==> config.mk <==
export PLATFORM = sky130hd
export DESIGN_NAME = celement_branch_sync_flat
export DESIGN_NICKNAME = d
export VERILOG_FILES = /design/src/rtl/celement_branch_sync_pkg.sv /design/src/rtl/celement_branch_sync_if.sv /design/src/rtl/celement_branch_sync_sync.sv /design/src/rtl/celement_branch_sync.sv /design/src/flat_wrapper.sv
export SDC_FILE = /design/constraint.sdc
export NUM_CORES = 1
export LEC_CHECK = 0
export BUFFER_PORTS_ARGS = -buffer_cell sky130_fd_sc_hd__buf_2
export CAP_MARGIN = 20
export CORE_MARGIN = 2
export CORE_UTILIZATION = 55
export CTS_CLUSTER_DIAMETER = 50
export CTS_CLUSTER_SIZE = 10
export DETAILED_ROUTE_END_ITERATION = 6
export GPL_TIMING_DRIVEN = 0
export PLACE_DENSITY = 0.87
export SKIP_CTS_REPAIR_TIMING = 1
export SLEW_MARGIN = 30
export SYNTH_ARGS = -nofsm -noshare
export SYNTH_HDL_FRONTEND = slang
export SYNTH_SLANG_ARGS = --single-unit
==> constraint.sdc <==
create_clock -name CLK -period 3.2 [get_ports CLK]
set_clock_uncertainty 0.05 [all_clocks]
set_input_delay 0.64 -clock CLK [delete_from_list [all_inputs] [get_ports CLK]]
set_output_delay 0.64 -clock CLK [all_outputs]
set_load 0.01 [all_outputs]
==> src/rtl/celement_branch_sync_pkg.sv <==
// ----------------------------------------------------------------------------
// celement_pkg: shared FSM state encoding, branch mask test and sync depths.
// Rev 1.0
// ----------------------------------------------------------------------------
`default_nettype none

package celement_pkg;

  typedef enum logic [2:0] {
    ST_IDLE = 3'd0,
    ST_DLY  = 3'd1,
    ST_REQ  = 3'd2,
    ST_ACK  = 3'd3,
    ST_RTZ  = 3'd4
  } state_t;

  localparam int unsigned MAX_NBR   = 32;
  localparam int unsigned SYNC_NONE = 0;
  localparam int unsigned SYNC_DUAL = 2;

  // True when every selected lane has 'hit' set; unselected lanes never block.
  function automatic logic mask_all(input logic [MAX_NBR-1:0] sel,
                                    input logic [MAX_NBR-1:0] hit);
    return &(hit | ~sel);
  endfunction

endpackage

`default_nettype wire

==> src/rtl/celement_branch_sync_if.sv <==
// ----------------------------------------------------------------------------
// celement_branch_sync_if: upstream/downstream handshake bundle of the stage.
// Rev 1.0
// ----------------------------------------------------------------------------
`default_nettype none

interface celement_branch_sync_if #(
  parameter int unsigned NBR   = 2,
  parameter int unsigned CNT_W = 8
);
  logic             LOPEN;
  logic             SENDIN;
  logic             ACKOUT;
  logic [NBR-1:0]   EXBIN;
  logic [NBR-1:0]   SENDOUT;
  logic [NBR-1:0]   ACKIN;
  logic             CP;
  logic             BUSY;
  logic [CNT_W-1:0] TOKCNT;

  modport master (
    output LOPEN, SENDIN, EXBIN, ACKIN,
    input  ACKOUT, SENDOUT, CP, BUSY, TOKCNT
  );

  modport slave (
    input  LOPEN, SENDIN, EXBIN, ACKIN,
    output ACKOUT, SENDOUT, CP, BUSY, TOKCNT
  );
endinterface

`default_nettype wire

==> src/rtl/celement_branch_sync_sync.sv <==
// ----------------------------------------------------------------------------
// celement_sync: DEPTH-deep reset-to-0 flop chain; DEPTH=0 degenerates to a wire.
// Rev 1.0
// ----------------------------------------------------------------------------
`default_nettype none

module celement_sync #(
  parameter int unsigned DEPTH = 0
) (
  input  logic clk,
  input  logic rst,
  input  logic d_i,
  output logic q_o
);

  generate
    if (DEPTH == 0) begin : g_wire
      logic w_unused;
      assign w_unused = clk ^ rst;
      assign q_o      = d_i;
    end else begin : g_flops
      logic [DEPTH-1:0] chain_q;

      always_ff @(posedge clk or posedge rst) begin
        if (rst) begin
          chain_q <= '0;
        end else begin
          chain_q[0] <= d_i;
          for (int i = 1; i < DEPTH; i++) begin
            chain_q[i] <= chain_q[i-1];
          end
        end
      end

      assign q_o = chain_q[DEPTH-1];
    end
  endgenerate

endmodule

`default_nettype wire

==> src/rtl/celement_branch_sync.sv <==
// ----------------------------------------------------------------------------
// celement_branch_sync: clocked exclusive-branch 4-phase stage with send delay
// and completed-token counter. Rev 1.0
// ----------------------------------------------------------------------------
`default_nettype none

module celement_branch_sync
  import celement_pkg::*;
#(
  parameter int unsigned NBR      = 2,
  parameter int unsigned SEND_DLY = 4,
  parameter int unsigned SYNC     = SYNC_NONE,
  parameter int unsigned CNT_W    = 8
) (
  input  logic                  CLK,
  input  logic                  RESET,
  celement_branch_sync_if.slave bus
);

  localparam int unsigned DLY_W = (SEND_DLY > 1) ? $clog2(SEND_DLY + 1) : 1;

  logic             s_req;
  logic [NBR-1:0]   s_ack;

  state_t           state_q,   state_d;
  logic [NBR-1:0]   sel_q,     sel_d;
  logic [DLY_W-1:0] cnt_q,     cnt_d;
  logic [CNT_W-1:0] tokcnt_q,  tokcnt_d;
  logic [NBR-1:0]   sendout_q, sendout_d;
  logic             ackout_q,  ackout_d;
  logic             cp_q,      cp_d;
  logic             busy_q,    busy_d;

  logic               accept;
  logic               done;
  logic               released;
  logic [MAX_NBR-1:0] sel_ext;
  logic [MAX_NBR-1:0] ack_ext;

  celement_sync #(.DEPTH(SYNC)) u_sync_req (
    .clk (CLK),
    .rst (RESET),
    .d_i (bus.SENDIN),
    .q_o (s_req)
  );

  generate
    for (genvar g = 0; g < NBR; g++) begin : g_ack_sync
      celement_sync #(.DEPTH(SYNC)) u_sync_ack (
        .clk (CLK),
        .rst (RESET),
        .d_i (bus.ACKIN[g]),
        .q_o (s_ack[g])
      );
    end
  endgenerate

  always_comb begin
    sel_ext            = '0;
    sel_ext[NBR-1:0]   = sel_q;
    ack_ext            = '0;
    ack_ext[NBR-1:0]   = s_ack;
  end

  assign accept   = (state_q == ST_IDLE) && s_req && !bus.LOPEN;
  assign done     = mask_all(sel_ext, ack_ext);
  assign released = mask_all(sel_ext, ~ack_ext);

  always_ff @(posedge CLK or posedge RESET) begin
    if (RESET) begin
      state_q   <= ST_IDLE;
      sel_q     <= '0;
      cnt_q     <= '0;
      tokcnt_q  <= '0;
      sendout_q <= '0;
      ackout_q  <= 1'b0;
      cp_q      <= 1'b0;
      busy_q    <= 1'b0;
    end else begin
      state_q   <= state_d;
      sel_q     <= sel_d;
      cnt_q     <= cnt_d;
      tokcnt_q  <= tokcnt_d;
      sendout_q <= sendout_d;
      ackout_q  <= ackout_d;
      cp_q      <= cp_d;
      busy_q    <= busy_d;
    end
  end

  always_comb begin
    state_d  = state_q;
    sel_d    = sel_q;
    cnt_d    = cnt_q;
    tokcnt_d = tokcnt_q;
    case (state_q)
      ST_IDLE: begin
        if (accept) begin
          sel_d   = bus.EXBIN;
          cnt_d   = DLY_W'(SEND_DLY);
          state_d = (SEND_DLY > 0) ? ST_DLY : ST_REQ;
        end
      end
      ST_DLY: begin
        cnt_d = cnt_q - DLY_W'(1);
        if (cnt_q == DLY_W'(1)) begin
          state_d = ST_REQ;
        end
      end
      ST_REQ: begin
        if (done) begin
          state_d = ST_ACK;
        end
      end
      ST_ACK: begin
        if (!s_req) begin
          state_d = ST_RTZ;
        end
      end
      ST_RTZ: begin
        if (released) begin
          state_d  = ST_IDLE;
          tokcnt_d = tokcnt_q + CNT_W'(1);
        end
      end
      default: state_d = ST_IDLE;
    endcase
  end

  // Outputs are registered, so each is the value the next cycle should show.
  always_comb begin
    sendout_d = '0;
    ackout_d  = 1'b0;
    cp_d      = accept;
    busy_d    = (state_d != ST_IDLE);
    case (state_q)
      ST_REQ: begin
        sendout_d = sel_q;
        ackout_d  = done;
      end
      ST_ACK: begin
        sendout_d = s_req ? sel_q : '0;
        ackout_d  = 1'b1;
      end
      ST_RTZ: begin
        ackout_d  = !released;
      end
      default: ;
    endcase
  end

  assign bus.SENDOUT = sendout_q;
  assign bus.ACKOUT  = ackout_q;
  assign bus.CP      = cp_q;
  assign bus.BUSY    = busy_q;
  assign bus.TOKCNT  = tokcnt_q;

endmodule

`default_nettype wire

==> src/flat_wrapper.sv <==
// flat-port wrapper written by rule: the top's interface ports become plain ports
module celement_branch_sync_flat import celement_pkg::*;
#(
  parameter int unsigned NBR      = 2,
  parameter int unsigned SEND_DLY = 4,
  parameter int unsigned SYNC     = SYNC_NONE,
  parameter int unsigned CNT_W    = 8
)
  (CLK, RESET, bus_LOPEN, bus_SENDIN, bus_EXBIN, bus_ACKIN, bus_ACKOUT, bus_SENDOUT, bus_CP, bus_BUSY, bus_TOKCNT);
  celement_branch_sync_if #(.NBR(NBR), .CNT_W(CNT_W)) bus_i ();
  input  logic CLK;
  input  logic RESET;
  input wire logic [$bits(bus_i.LOPEN)-1:0] bus_LOPEN;
  input wire logic [$bits(bus_i.SENDIN)-1:0] bus_SENDIN;
  input wire logic [$bits(bus_i.EXBIN)-1:0] bus_EXBIN;
  input wire logic [$bits(bus_i.ACKIN)-1:0] bus_ACKIN;
  output wire logic [$bits(bus_i.ACKOUT)-1:0] bus_ACKOUT;
  output wire logic [$bits(bus_i.SENDOUT)-1:0] bus_SENDOUT;
  output wire logic [$bits(bus_i.CP)-1:0] bus_CP;
  output wire logic [$bits(bus_i.BUSY)-1:0] bus_BUSY;
  output wire logic [$bits(bus_i.TOKCNT)-1:0] bus_TOKCNT;
  assign bus_i.LOPEN = bus_LOPEN;
  assign bus_i.SENDIN = bus_SENDIN;
  assign bus_i.EXBIN = bus_EXBIN;
  assign bus_i.ACKIN = bus_ACKIN;
  assign bus_ACKOUT = bus_i.ACKOUT;
  assign bus_SENDOUT = bus_i.SENDOUT;
  assign bus_CP = bus_i.CP;
  assign bus_BUSY = bus_i.BUSY;
  assign bus_TOKCNT = bus_i.TOKCNT;
  celement_branch_sync #(.NBR(NBR), .SEND_DLY(SEND_DLY), .SYNC(SYNC), .CNT_W(CNT_W)) u_core (.CLK(CLK), .RESET(RESET), .bus(bus_i));
endmodule
==> results.sh <==
export IMPL_outcome="finished, final reports clean"
export IMPL_crit_arrival_ns=0.90
export IMPL_postRouteAntennaNets=0
export IMPL_gp_congestion=0.708
export IMPL_synth_fp_nets=98
export IMPL_synthAdderAreaFrac_pct=3.89
export IMPL_hpwl_um=1270
export IMPL_cts_buffers=3
export IMPL_drtIter0Drc=19
export IMPL_cts_tree="done"
export IMPL_cp_start_kind="register"
export IMPL_cp_num_cells=1
export IMPL_rr_startpoint="u_core.state_q[1]$_DFF_PP0_"
export IMPL_crit_start="u_core.bus.TOKCNT[3]$_DFFE_PP0P_"
export IMPL_antenna_found_initial=0
export IMPL_grt_usage_pct=20.5
export IMPL_setup_viol=0
export IMPL_synth_async_reset_ratio_pct=100
export IMPL_power_density_nw_per_um2=737
export IMPL_yosys_warnings=0
export IMPL_finalWirelength_um=1720
export IMPL_ir_drop_v=0.000413
export IMPL_grt_pass1_wl_um=3060
export IMPL_stdcell_count=128
export IMPL_slowest_delay_ns=0.44
export IMPL_netlist_instances=87
export IMPL_insertion_delay_ns=0.30
export IMPL_seq_area_frac_synth_pct=54.4
export IMPL_timing_rr_end="u_core.sel_q[0]$_DFFE_PP0P_"
export IMPL_syn_cell_area_um2=966
export IMPL_initial_utilization_pct=57.2
export IMPL_io_buffers=20
export IMPL_hold_viol=0
export IMPL_netlist_area_leader_share_pct=54.4
export IMPL_num_nets_final=123
export IMPL_worstPathMaxFanout=5
export IMPL_synth_area_leaders="dfrtp_1, xnor2_1, ha_1"
export IMPL_synth_compound_area_share_pct=7.12
export IMPL_cp_slowest_cell="dfrtp_1"
export IMPL_rsz0062_at_grt="no"
export IMPL_dpl_cell_count=124
export IMPL_path_cells="buf_2"
export IMPL_synth_edf_count=0
export IMPL_r2r_slack_ns=1.68
export IMPL_path_buf_inv=1
export IMPL_synth_top_family_by_area="simple AND/OR/NAND/NOR gates"
export IMPL_clock_path_buffers=2
export IMPL_row_count=15
export IMPL_layout_common_cells="buf_2, dfrtp_1, nand2_1"
export IMPL_routedWlPerCell_um=13.4
export IMPL_setup_tns_ns=0
export IMPL_required_ns=2.51
export IMPL_numClockSinks=21
export IMPL_synth_distinct_cells=31
export IMPL_grt_overflow=0
export IMPL_drive_gt1_share_pct=27.9
export IMPL_synthMuxAreaShare_pct=3.11
export IMPL_avgViaCountPerCell=5.55
export IMPL_r2r_cells=4
export IMPL_die_area_um2=2110
export IMPL_endpoint_kind="output port"
export IMPL_slew_violations=0
export IMPL_ys_ff_latch=21
export IMPL_ys_flop_type="dfrtp_1"
export IMPL_firstDrtPassIters=4
export IMPL_die_w_um=45.9
export IMPL_worstMarginPinSlew_ns=0.782
export IMPL_yosys_area_share_xor_xnor_pct=7.25
export IMPL_path_clk_slew_ns=0.11
export IMPL_crit_family="flip-flops"
export IMPL_core_um2=1690
export IMPL_synth_area_leader_cell="dfrtp_1"
export IMPL_layout_min_cycle_time_ns=1.59
export IMPL_insertedDiodeCount=0
export IMPL_grt_pass1_vias=747
export IMPL_area_growth_pct=15.3
export IMPL_fmax_mhz=629
export IMPL_drcViolationCount=0
export IMPL_relSlewSlack_pct=47.8
export IMPL_htreeDepth=1
export IMPL_leakagePower_nw=0.579
export IMPL_period_share_pct=49.7
export IMPL_path_class="register to output port"
export IMPL_clock_root_buffer="clkbuf_4"
export IMPL_hold_class="input pin to async pin"
export IMPL_cp_endpoint="bus_TOKCNT[3]"
export IMPL_grt_start_max_net_pins=22
export IMPL_ios=21
export IMPL_num_vias=711
export IMPL_die_y_um=45.9
export IMPL_drv_cap=0
export IMPL_syn_avg_cell_area_um2=11.1
export IMPL_synthSimpleGateAreaFrac_pct=21.8
[per-layer routing]
metal  up-vias  wire, µm  GRT usage [%]
met5         -         0              0
met3         4        48           5.16
met4         0        26           11.4
li1        342         -              -
met1       354       769           24.1
met2        11       872           33.6
[worst min-delay path by stage]
stage | endpoint | slack, ns | from | cells past startpoint
floorplan | u_core.cnt_q[0]$_DFFE_PP0P_ | 0.43 | u_core.cnt_q[0]$_DFFE_PP0P_ | 1
global placement | u_core.bus.TOKCNT[7]$_DFFE_PP0P_ | 0.40 | u_core.bus.TOKCNT[7]$_DFFE_PP0P_ | 1
detailed placement | u_core.bus.TOKCNT[7]$_DFFE_PP0P_ | 0.42 | u_core.bus.TOKCNT[7]$_DFFE_PP0P_ | 1
CTS | u_core.bus.TOKCNT[6]$_DFFE_PP0P_ | 0.44 | RESET | 2
global route | u_core.bus.TOKCNT[7]$_DFFE_PP0P_ | 0.45 | u_core.bus.TOKCNT[7]$_DFFE_PP0P_ | 1
finish | u_core.bus.BUSY$_DFF_PP0_ | 0.41 | RESET | 2
[Yosys cell counts, types with 3 or more instances]
cell / n
xor2_1: 3
nand2_1: 8
inv_1: 5
nand2b_1: 5
ha_1: 3
xnor2_1: 5
o21ai_1: 3
nor2_1: 4
dfrtp_1: 21
[report_power, final]
| part | switching [mW] | internal [mW] | leakage, nW |
|---|---|---|---|
| logic | 0.145 | 0.137 | 0.290 |
| clock network | 0.0779 | 0.0486 | 0.0150 |
| registers | 0.0713 | 0.341 | 0.274 |
[registers in the layout (all words and copies together), names as in the netlist]
| name | count |
|---|---|
| u_core.bus.BUSY | 1 |
| u_core.bus.SENDOUT | 2 |
| u_core.cnt_q | 3 |
| u_core.bus.CP | 1 |
| u_core.bus.ACKOUT | 1 |
| u_core.bus.TOKCNT | 8 |
| u_core.state_q | 3 |
| u_core.sel_q | 2 |
[cell families (layout without fill, tap and decap cells)]
kind of cell             after synthesis  after routing
multiplexers                           2              2
XOR/XNOR                               8              8
AND/OR/NAND/NOR                       36             36
AO/OA/AOI/OAI                         11             11
buffers and inverters                  6             30
flip-flops                            21             21
adder cells (fa/ha/maj)                3              3
[cell type report]
cell class	instances	area, µm²
Fill cell	135	576
Sequential cell	21	526
Inverter	5	18.8
Timing Repair Buffer	20	100
Multi-Input combinational cell	60	417
Tap cell	17	21.3
Buffer	1	5.00
Clock buffer	4	26.3
[stage by stage]
| stage | area (µm²) | utilization [%] | hold slack [ns] | power, mW | setup slack [ns] |
|---|---|---|---|---|---|
| finish | 1110 | 65.9 | 0.414 | 0.820 | 1.61 |
| global route | 1110 | 65.9 | 0.448 | 0.897 | 1.55 |
| CTS | 1110 | 65.9 | 0.436 | 0.825 | 1.60 |
| detailed placement | 1090 | 64.4 | 0.418 | 0.700 | 1.42 |
| global placement | 1090 | 64.4 | 0.401 | 0.680 | 1.50 |
| floorplan | 966 | - | 0.426 | 0.615 | 1.68 |
(Power assumes the default switching activity.)
